===== src/rtl/div_pkg.sv =====
// Shared types and helpers for the sequential restoring divider.
package div_pkg;

  typedef enum logic [1:0] {
    IDLE = 2'd0,
    RUN  = 2'd1,
    FIX  = 2'd2,
    DONE = 2'd3
  } div_state_e;

  localparam int DIV_W_DEFAULT = 32;

  // Bits needed to count 0..w iterations inclusive.
  function automatic int cnt_width(input int w);
    return $clog2(w + 1);
  endfunction

endpackage


===== src/rtl/div_step.sv =====
// One combinational restoring-division iteration on magnitudes.
module div_step
  import div_pkg::*;
#(
  parameter int WIDTH = DIV_W_DEFAULT
) (
  input  logic [WIDTH-1:0] i_rem,
  input  logic [WIDTH-1:0] i_quo,
  input  logic [WIDTH-1:0] i_div,
  output logic [WIDTH-1:0] o_rem,
  output logic [WIDTH-1:0] o_quo
);

  logic [WIDTH:0] w_shift;
  logic [WIDTH:0] w_trial;
  logic           w_fits;

  // Remainder stays below the divisor, so the WIDTH+1-bit trial's top bit is its sign.
  assign w_shift = {i_rem, i_quo[WIDTH-1]};
  assign w_trial = w_shift - {1'b0, i_div};
  assign w_fits  = ~w_trial[WIDTH];

  assign o_rem = w_fits ? w_trial[WIDTH-1:0] : w_shift[WIDTH-1:0];
  assign o_quo = {i_quo[WIDTH-2:0], w_fits};

endmodule


===== src/rtl/restoring_div_seq.sv =====
// Multi-cycle signed/unsigned restoring divider with start/done handshake.
// Result is packed {remainder, quotient}; divide-by-zero is flagged with the result.
module restoring_div_seq
  import div_pkg::*;
#(
  parameter int WIDTH     = DIV_W_DEFAULT,
  parameter bit SIGNED_EN = 1'b1
) (
  input  logic                          i_clk,
  input  logic                          i_rst,
  input  logic                          i_start,
  input  logic                          i_signed_mode,
  input  logic [WIDTH-1:0]              i_dividend,
  input  logic [WIDTH-1:0]              i_divisor,
  output logic                          o_busy,
  output logic                          o_done,
  output logic                          o_div_by_zero,
  output logic [2*WIDTH-1:0]            o_result,
  output logic [cnt_width(WIDTH)-1:0]   o_iter_count
);

  localparam int CW = cnt_width(WIDTH);

  div_state_e       r_state, w_state_next;
  logic [WIDTH-1:0] r_rem, r_quo, r_dvs, r_dvd_raw;
  logic             r_neg_q, r_neg_r, r_zero, r_dbz;
  logic [CW-1:0]    r_iter;
  logic [2*WIDTH-1:0] r_result;

  logic             w_signed, w_dvd_neg, w_dvs_neg, w_zero_in, w_accept, w_last;
  logic [WIDTH-1:0] w_dvd_abs, w_dvs_abs, w_rem_step, w_quo_step, w_rem_fix, w_quo_fix;

  assign w_signed  = SIGNED_EN & i_signed_mode;
  assign w_dvd_neg = w_signed & i_dividend[WIDTH-1];
  assign w_dvs_neg = w_signed & i_divisor[WIDTH-1];
  // |MIN| wraps back to MIN, which is exactly 2^(WIDTH-1) read as unsigned.
  assign w_dvd_abs = w_dvd_neg ? -i_dividend : i_dividend;
  assign w_dvs_abs = w_dvs_neg ? -i_divisor : i_divisor;
  assign w_zero_in = (i_divisor == '0);
  assign w_accept  = (r_state == IDLE) && i_start;
  assign w_last    = (r_iter == CW'(WIDTH - 1));

  div_step #(.WIDTH(WIDTH)) u_step (
    .i_rem (r_rem),
    .i_quo (r_quo),
    .i_div (r_dvs),
    .o_rem (w_rem_step),
    .o_quo (w_quo_step)
  );

  assign w_quo_fix = r_neg_q ? -r_quo : r_quo;
  assign w_rem_fix = r_neg_r ? -r_rem : r_rem;

  always_ff @(posedge i_clk or posedge i_rst) begin
    if (i_rst) r_state <= IDLE;
    else       r_state <= w_state_next;
  end

  // A zero divisor skips RUN but still passes FIX, where every final result is formed.
  always_comb begin
    w_state_next = r_state;
    case (r_state)
      IDLE:    if (i_start) w_state_next = w_zero_in ? FIX : RUN;
      RUN:     if (w_last) w_state_next = FIX;
      FIX:     w_state_next = DONE;
      DONE:    w_state_next = IDLE;
      default: w_state_next = IDLE;
    endcase
  end

  always_comb begin
    o_busy = (r_state == RUN) || (r_state == FIX);
    o_done = (r_state == DONE);
  end

  always_ff @(posedge i_clk or posedge i_rst) begin
    if (i_rst) begin
      r_rem     <= '0;
      r_quo     <= '0;
      r_dvs     <= '0;
      r_dvd_raw <= '0;
      r_neg_q   <= 1'b0;
      r_neg_r   <= 1'b0;
      r_zero    <= 1'b0;
      r_dbz     <= 1'b0;
      r_iter    <= '0;
      r_result  <= '0;
    end else begin
      if (w_accept) begin
        r_rem     <= '0;
        r_quo     <= w_dvd_abs;
        r_dvs     <= w_dvs_abs;
        r_dvd_raw <= i_dividend;
        r_neg_q   <= w_dvd_neg ^ w_dvs_neg;
        r_neg_r   <= w_dvd_neg;
        r_zero    <= w_zero_in;
        r_iter    <= '0;
      end
      if (r_state == RUN) begin
        r_rem  <= w_rem_step;
        r_quo  <= w_quo_step;
        r_iter <= r_iter + CW'(1);
      end
      // Result and flag only change here, so they hold across a new start.
      if (r_state == FIX) begin
        r_dbz    <= r_zero;
        r_result <= r_zero ? {r_dvd_raw, {WIDTH{1'b1}}} : {w_rem_fix, w_quo_fix};
      end
    end
  end

  assign o_result      = r_result;
  assign o_div_by_zero = r_dbz;
  assign o_iter_count  = r_iter;

endmodule


===== config.mk =====
export PLATFORM = sky130hd
export DESIGN_NAME = restoring_div_seq
export DESIGN_NICKNAME = d
export VERILOG_FILES = /design/src/rtl/div_pkg.sv /design/src/rtl/div_step.sv /design/src/rtl/restoring_div_seq.sv
export SDC_FILE = /design/constraint.sdc
export NUM_CORES = 1
export LEC_CHECK = 0
export BUFFER_PORTS_ARGS = -buffer_cell sky130_fd_sc_hd__clkbuf_2
export CAP_MARGIN = 10
export CORE_UTILIZATION = 45
export DETAILED_ROUTE_END_ITERATION = 10
export HOLD_SLACK_MARGIN = 0.06
export PLACE_DENSITY = 0.75
export SYNTH_ARGS = -nofsm -noshare
export SYNTH_HDL_FRONTEND = slang
export SYNTH_SLANG_ARGS = --single-unit
export TNS_END_PERCENT = 1

===== constraint.sdc =====
create_clock -name i_clk -period 10.2 [get_ports i_clk]
set_clock_uncertainty 0.05 [all_clocks]
set_input_delay 0 -clock i_clk [delete_from_list [all_inputs] [get_ports i_clk]]
set_output_delay 0 -clock i_clk [all_outputs]
set_load 0.02 [all_outputs]

==> flow_summary.yaml, run 1 <==
outcome:
  run_status: "finished clean"
final_layout:
  regArea_um2: 5110
  multi_input_area_um2: 7290
  fillers: 2528
  areaGrowthSynthToFinish_pct: 20.9
  drive_gt1_frac: 0.138
  final_nets: 1834
clocking:
  cts_root_buffer: "clkbuf_16"
  cts_resized: 0
  cts_tree: "built"
  cts_sinks: 204
  clk_pin_slew_ns: 0.06
  numCtsBuffers: 25
  clock_path_buffers: 3
  htree_levels: 1
  cts_setup_buffers: 0
  clk-insertion-delay-late_ns: 0.52
floorplanning:
  start_util: 0.461
  rows: 61
  core_um2: 28000
  die_x_um: 171
  die_area_um2: 29400
  pin_count: 141
  die_h_um: 171
grt:
  met3_usage: 0.0265
  grt_use_met1: 0.313
  grt_pass1_wl_um: 53500
  grt_pass1_vias: 10600
  antenna_found_initial: 1
  overflow: 0
  gr-max-usage-layer: "met2"
  grt_max_degree: 132
  grt_usage: 0.224
  met2_usage: 0.370
detailed_routing:
  ant_nets: 0
  vias_per_cell: 5.37
  dr.pass1.iters: 6
  wl_per_cell_um: 15.5
  initialDrtViolationCount: 970
  vias: 11400
  drc_errors: 0
  drt-total-wl_um: 32800
critical_path:
  endpoint_kind: "register"
  r2r-start: "r_quo[31]"
  cp_cell_sequence: "inv_1, ha_1, fa_1, nand2b_1, a21oi_1, o21ai_0, a211oi_1, o31ai_1, o21ai_1, xnor2_2, buf_4, mux2_2, o22ai_1"
  crit_path_max_fanout: 39
  cpPeakStageDelay_ns: 0.45
  endpoint: "r_rem[0]"
  rr_endpoint: "r_rem[0]"
  cp.depth: 13
  slowest_stage: "buf_4"
  crit_start: "r_quo[31]"
  reg2reg_setup_slack_ns: 6.49
  path_buf_inv: 2
  rr_worst_depth: 13
  critical-path-top-delay-family: "compound AO/OA/AOI/OAI gates"
  required_ns: 10.59
  critPathArrivalTime_ns: 4.10
  crit_type: "reg -> reg"
  startpoint_type: "register"
timing:
  setup_viol: 0
  grt_setup_unrepaired: "no"
  slew_headroom: 0.251
  worstMarginPinSlew_ns: 1.12
  final-hold-violation-count: 0
  finalCritPeriodShare: 0.363
  tns_ns: 0
  fmax_ghz: 0.270
  slew_violations: 0
  worst_slack_ns: 6.49
  min_period_ns: 3.71
logic_synthesis:
  yosys_register_bits: 204
  syn_inst: 1546
  async_flop_share: 1.00
  synth_cell_type_count: 60
  synth_edf_count: 0
  syn_area_um2: 12900
  yosysSeqAreaShare: 0.396
  synth.avg_cell_area_um2: 8.35
  synth_warnings: 0
  synthFlopType: "dfrtp_1"
  synth_nets: 1657
power_and_ir_drop:
  vdd_drop_max_uv: 181
  leakage_nw: 7.11
  power_density_nw_per_um2: 351
job:
  cap_violations: 0
min_path:
  hp-class: "in -> async"
placement:
  dp_slack_ns: 6.56
  numPortBuffers: 140
  place.gp.congestion: 0.880
  dp_hpwl_um: 23000
-- Yosys cell counts, drive strengths merged, types with 2 or more instances --
| cell type | n | share of area |
|---|---|---|
| o211ai | 3 | 0.0017 |
| nand2 | 255 | 0.075 |
| nand3 | 20 | 0.0078 |
| and3 | 11 | 0.0053 |
| nand3b | 4 | 0.0023 |
| o22ai | 22 | 0.011 |
| a31oi | 12 | 0.0058 |
| o21a | 3 | 0.0017 |
| nand4b | 3 | 0.0020 |
| o21bai | 5 | 0.0029 |
| nand4 | 5 | 0.0024 |
| nor2 | 122 | 0.035 |
| xor2 | 73 | 0.050 |
| a211o | 2 | 0.0014 |
| o22a | 3 | 0.0020 |
| a21oi | 145 | 0.057 |
| xnor2 | 69 | 0.047 |
| and2 | 9 | 0.0044 |
| a31o | 2 | 0.0014 |
| mux2i | 33 | 0.026 |
| o21ai | 156 | 0.060 |
| buf | 13 | 0.0043 |
| nor4 | 9 | 0.0044 |
| or4 | 5 | 0.0035 |
| ha | 42 | 0.041 |
| dfrtp | 204 | 0.40 |
| or3 | 24 | 0.012 |
| inv | 56 | 0.016 |
| nor3 | 23 | 0.0089 |
| a21o | 22 | 0.013 |
| a211oi | 8 | 0.0047 |
| clkbuf | 73 | 0.021 |
| o41ai | 7 | 0.0053 |
| nor2b | 11 | 0.0053 |
| o41a | 2 | 0.0017 |
| nand2b | 21 | 0.010 |
| o31ai | 27 | 0.017 |
| nor3b | 3 | 0.0017 |
| mux2 | 26 | 0.023 |
| a22o | 2 | 0.0014 |
| or2 | 2 | 0.00097 |
-- how the worst min path moves through the flow --
| stage | from | depth (start not counted) | slack [ns] | endpoint |
|---|---|---|---|---|
| 3_5_place_dp | i_dividend[14] | 3 | 0.20 | r_dvd_raw[14] |
| 6_report | i_rst | 3 | 0.12 | o_result[4] |
| 3_3_place_gp | i_rst | 2 | 0.20 | o_result[4] |
| 5_1_grt | i_rst | 3 | 0.25 | o_result[4] |
| 4_1_cts | i_dividend[28] | 4 | 0.22 | r_dvd_raw[28] |
| 2_1_floorplan | i_dividend[11] | 2 | 0.06 | r_dvd_raw[11] |
-- kinds of logic after synthesis --
group,after synthesis,share of synthesized area
compound gates,428,0.193
mux,59,0.0486
xor+xnor,142,0.0964
buf+inv,142,0.0418
fa+ha+maj,43,0.0423
flops,204,0.396
simple gates,528,0.182
-- registers in the layout (all words and copies together) (netlist names) --
register,flops
o_result,64
r_dvd_raw,32
r_dvs,32
r_quo,32
r_rem,32
o_iter_count,6
r_state,2
o_div_by_zero,1
r_neg_q,1
r_neg_r,1
r_zero,1
-- final cells by class --
type / count / area share
Clock buffer: 32 / 0.0450
Inverter: 56 / 0.0140
Multi-Input combinational cell: 1200 / 0.467
Clock inverter: 13 / 0.0112
Timing Repair Buffer: 236 / 0.105
Tap cell: 378 / 0.0303
Sequential cell: 204 / 0.327
Antenna cell: 1 / 0.000160
-- tightest hold or removal path: stages --
cell	delay, ns
dlygate4sd3_1	0.53
clkbuf_2	0.15
inv_8	0.55
-- per-layer routing --
metal / part of all wire / routed length [um] / vias to the layer above
li1: - / - / 5720
met1: 0.47 / 15400 / 5301
met2: 0.46 / 15200 / 319
met3: 0.048 / 1590 / 45
met4: 0.019 / 634 / 0
met5: 0 / 0 / -
-- stage by stage --
stage | util | power, mW | instances | area [um^2] | hold slack, ns
CTS | 0.557 | 5.48 | 2119 | 15600 | 0.220
global placement | 0.494 | 4.42 | 1987 | 13900 | 0.201
floorplan | - | 3.76 | 1546 | 12900 | 0.0554
global route | 0.557 | 5.93 | 2120 | 15600 | 0.248
detailed placement | 0.494 | 4.49 | 1987 | 13900 | 0.202
finish | 0.557 | 5.47 | 2120 | 15600 | 0.121
-- cells in the final DEF, fill, tap and decap left out, drive strengths merged, types with 23 or more instances in the layout --
cell / n
mux2: 26
xnor2: 69
o31ai: 27
dfrtp: 204
nand2: 255
mux2i: 33
dlygate4sd3: 87
clkbuf: 172
nor3: 23
a21oi: 145
nor2: 122
inv: 58
xor2: 73
ha: 42
or3: 24
o21ai: 156
-- power breakdown --
group | switching (mW) | internal, mW | total [mW]
registers | 0.359 | 1.18 | 1.54
logic | 1.76 | 1.24 | 3.00
clock network | 0.349 | 0.586 | 0.935
total | 2.47 | 3.01 | 5.47
-- what timing repair did --
item | in CTS | in global routing
endpoints found under the hold margin | 230 | 0
endpoints found under the setup margin | 0 | 0
hold buffers | 87 | 0
Note: power is estimated with default switching activity, not from simulation.
==> run 2: changes to the inputs <==
ABC_AREA = 1   (was default)
PLACE_DENSITY = 0.74   (was 0.75)
clock period = 3.7 ns   (was 10.2 ns; I/O delays follow)
==> run 2 against run 1 <==
Against the previous run: area after synthesis up 14%; final area up 12%; setup slack worse by 5.9 ns; largest power group unchanged; core utilization down 0.66 points; clock-buffer cell count down 2; sequential share of layout area down 3.6 points; register-to-register slack worse by 5.9 ns; total power rose to 3.1 times the previous value; critical path depth down 4; global-route usage up 6.8 points.
==> flow_summary.yaml, run 2 <==
outcome:
  run_status: "finished clean"
timing:
  worstMarginPinSlew_ns: 0.845
  finalCritPeriodShare: 0.834
  fmax_ghz: 0.324
  final-hold-violation-count: 0
  setup_viol: 0
  slew_headroom: 0.436
  min_period_ns: 3.09
  tns_ns: 0
  grt_setup_unrepaired: "no"
  slew_violations: 0
critical_path:
  critPathArrivalTime_ns: 3.52
  cpPeakStageDelay_ns: 0.55
  cp_cell_sequence: "inv_1, ha_1, nand2_2, inv_1, nor2_4, clkinv_1, o22ai_1, o21bai_1, dlygate4sd3_1"
  crit_type: "reg -> reg"
  crit_path_max_fanout: 41
  reg2reg_setup_slack_ns: 0.61
  critPathMostFrequentCell: "inv_1"
  rr_endpoint: "r_quo[18]"
  rr_worst_depth: 9
  r2r-start: "r_state[1]"
  endpoint_kind: "register"
  slowest_stage: "dlygate4sd3_1"
  startpoint_type: "register"
  required_ns: 4.14
grt:
  grt_max_degree: 106
  grt_usage: 0.292
  overflow: 0
  grt_pass1_wl_um: 77800
  grt_pass1_vias: 15000
  antenna_found_initial: 2
logic_synthesis:
  synthFlopType: "dfrtp_1"
  async_flop_share: 1.00
  ys_top_cells_by_count: "729 x nand2_1, 322 x inv_1, 221 x nand3_1"
  synth.avg_cell_area_um2: 6.51
  syn_area_um2: 14700
  syn_inst: 2263
  yosys.area.top_type_share: 0.347
  synth_warnings: 0
  synth_edf_count: 0
  synth_nets: 2374
  yosysTopAreaCell: "dfrtp_1"
  yosys_register_bits: 204
  yosysSeqAreaShare: 0.347
  synthTopCellsByArea: "dfrtp_1 35%, nand2_1 19%, inv_1 8.2%"
  synth_cell_type_count: 49
  synth.most_common_cell: "nand2_1"
clocking:
  cts_sinks: 204
  clock_path_buffers: 3
  cts_root_buffer: "clkbuf_16"
  clk-insertion-delay-late_ns: 0.55
  cts_tree: "built"
  htree_levels: 1
  clk_pin_slew_ns: 0.06
  numCtsBuffers: 25
final_layout:
  fin_area_um2: 17500
  fin_util: 0.550
  drive_gt1_frac: 0.0969
  diodes: 0
  final_cell_mix: "728 x nand2_1, 321 x inv_1, 221 x nand3_1"
  fillers: 3142
  areaGrowthSynthToFinish_pct: 19.2
  final_nets: 2580
  final_common_cell: "nand2_1"
  largest_reg_flops: 64
detailed_routing:
  drc_errors: 0
  ant_nets: 0
  vias: 15800
  wl_per_cell_um: 16.6
  initialDrtViolationCount: 1666
  vias_per_cell: 5.42
  drt-total-wl_um: 48400
  dr.pass1.iters: 5
floorplanning:
  die_area_um2: 33400
  rows: 65
  pin_count: 141
  start_util: 0.462
  die_x_um: 183
  die_h_um: 183
  core_um2: 31900
power_and_ir_drop:
  leakage_nw: 9.19
  vdd_drop_max_uv: 587
  power_density_nw_per_um2: 952
job:
  cap_violations: 0
placement:
  dpl_cell_area_um2: 15800
  place.gp.congestion: 0.954
  numPortBuffers: 140
  dp_hpwl_um: 36400
min_path:
  hp-class: "in -> async"
run 2: how the worst max path moves through the flow:
stage,slack (ns),cells past startpoint,start,to
global placement,0.98,16,r_quo[31],r_rem[29]
CTS,0.67,9,r_state[0],r_quo[18]
floorplan,1.01,1,i_rst,o_div_by_zero
finish,0.61,9,r_state[1],r_quo[18]
detailed placement,0.91,16,r_quo[31],r_rem[27]
global route,0.36,9,r_state[1],r_quo[18]
run 2: what timing repair did:
item | in CTS | in global routing
buffers inserted | 0 | 0
hold endpoints to repair | 134 | 0
gates resized for setup | 0 | 0
hold buffers | 95 | 0
run 2: cell families after synthesis:
kind of cell,Yosys count,share of synthesized area
XOR/XNOR,50,0.0297
multiplexers,1,0.000680
buffers and inverters,402,0.106
flip-flops,204,0.347
adder cells (fa/ha/maj),43,0.0371
AO/OA/AOI/OAI,291,0.115
AND/OR/NAND/NOR,1272,0.365
run 2: per-layer routing:
metal	global-route usage	wire length (um)	up-vias
met1	0.409	21600	7369
met5	0	26	-
met4	0.105	1650	4
met3	0.0433	3820	105
li1	-	-	7647
met2	0.460	21400	698
run 2: layout make-up:
cell class / instances / area (um^2) / area share
Tap cell: 435 / 544 / 0.0310
Clock buffer: 30 / 644 / 0.0367
Sequential cell: 204 / 5100 / 0.291
Inverter: 329 / 1240 / 0.0706
Timing Repair Buffer: 252 / 1800 / 0.103
Multi-Input combinational cell: 1657 / 8070 / 0.460
Clock inverter: 15 / 138 / 0.00784
run 2: critical path, delay by kind of cell (launching register included):
kind	cells	cell delay, ns
flops	1	0.38
buf+inv	4	1.28
compound gates	2	0.42
simple gates	2	0.66
fa+ha+maj	1	0.22
run 2: where the power goes:
group | switching (mW) | internal (mW) | total, mW | leakage (nW)
Combinational | 6.89 | 3.30 | 10.2 | 6.29
Sequential | 0.867 | 3.27 | 4.14 | 2.53
Clock | 1.05 | 1.33 | 2.38 | 0.373
Total | 8.80 | 7.90 | 16.7 | 9.19
run 2: stage by stage:
step | hold slack (ns) | worst slack (ns) | cells | power (mW)
after floorplan | 0.0575 | 1.01 | 2263 | 11.3
final | 0.0965 | 0.614 | 2922 | 16.7
after global placement | 0.134 | 0.985 | 2782 | 13.9
after global routing | 0.173 | 0.358 | 2922 | 18.1
after CTS | 0.100 | 0.667 | 2922 | 16.6
after detailed placement | 0.135 | 0.910 | 2782 | 14.0
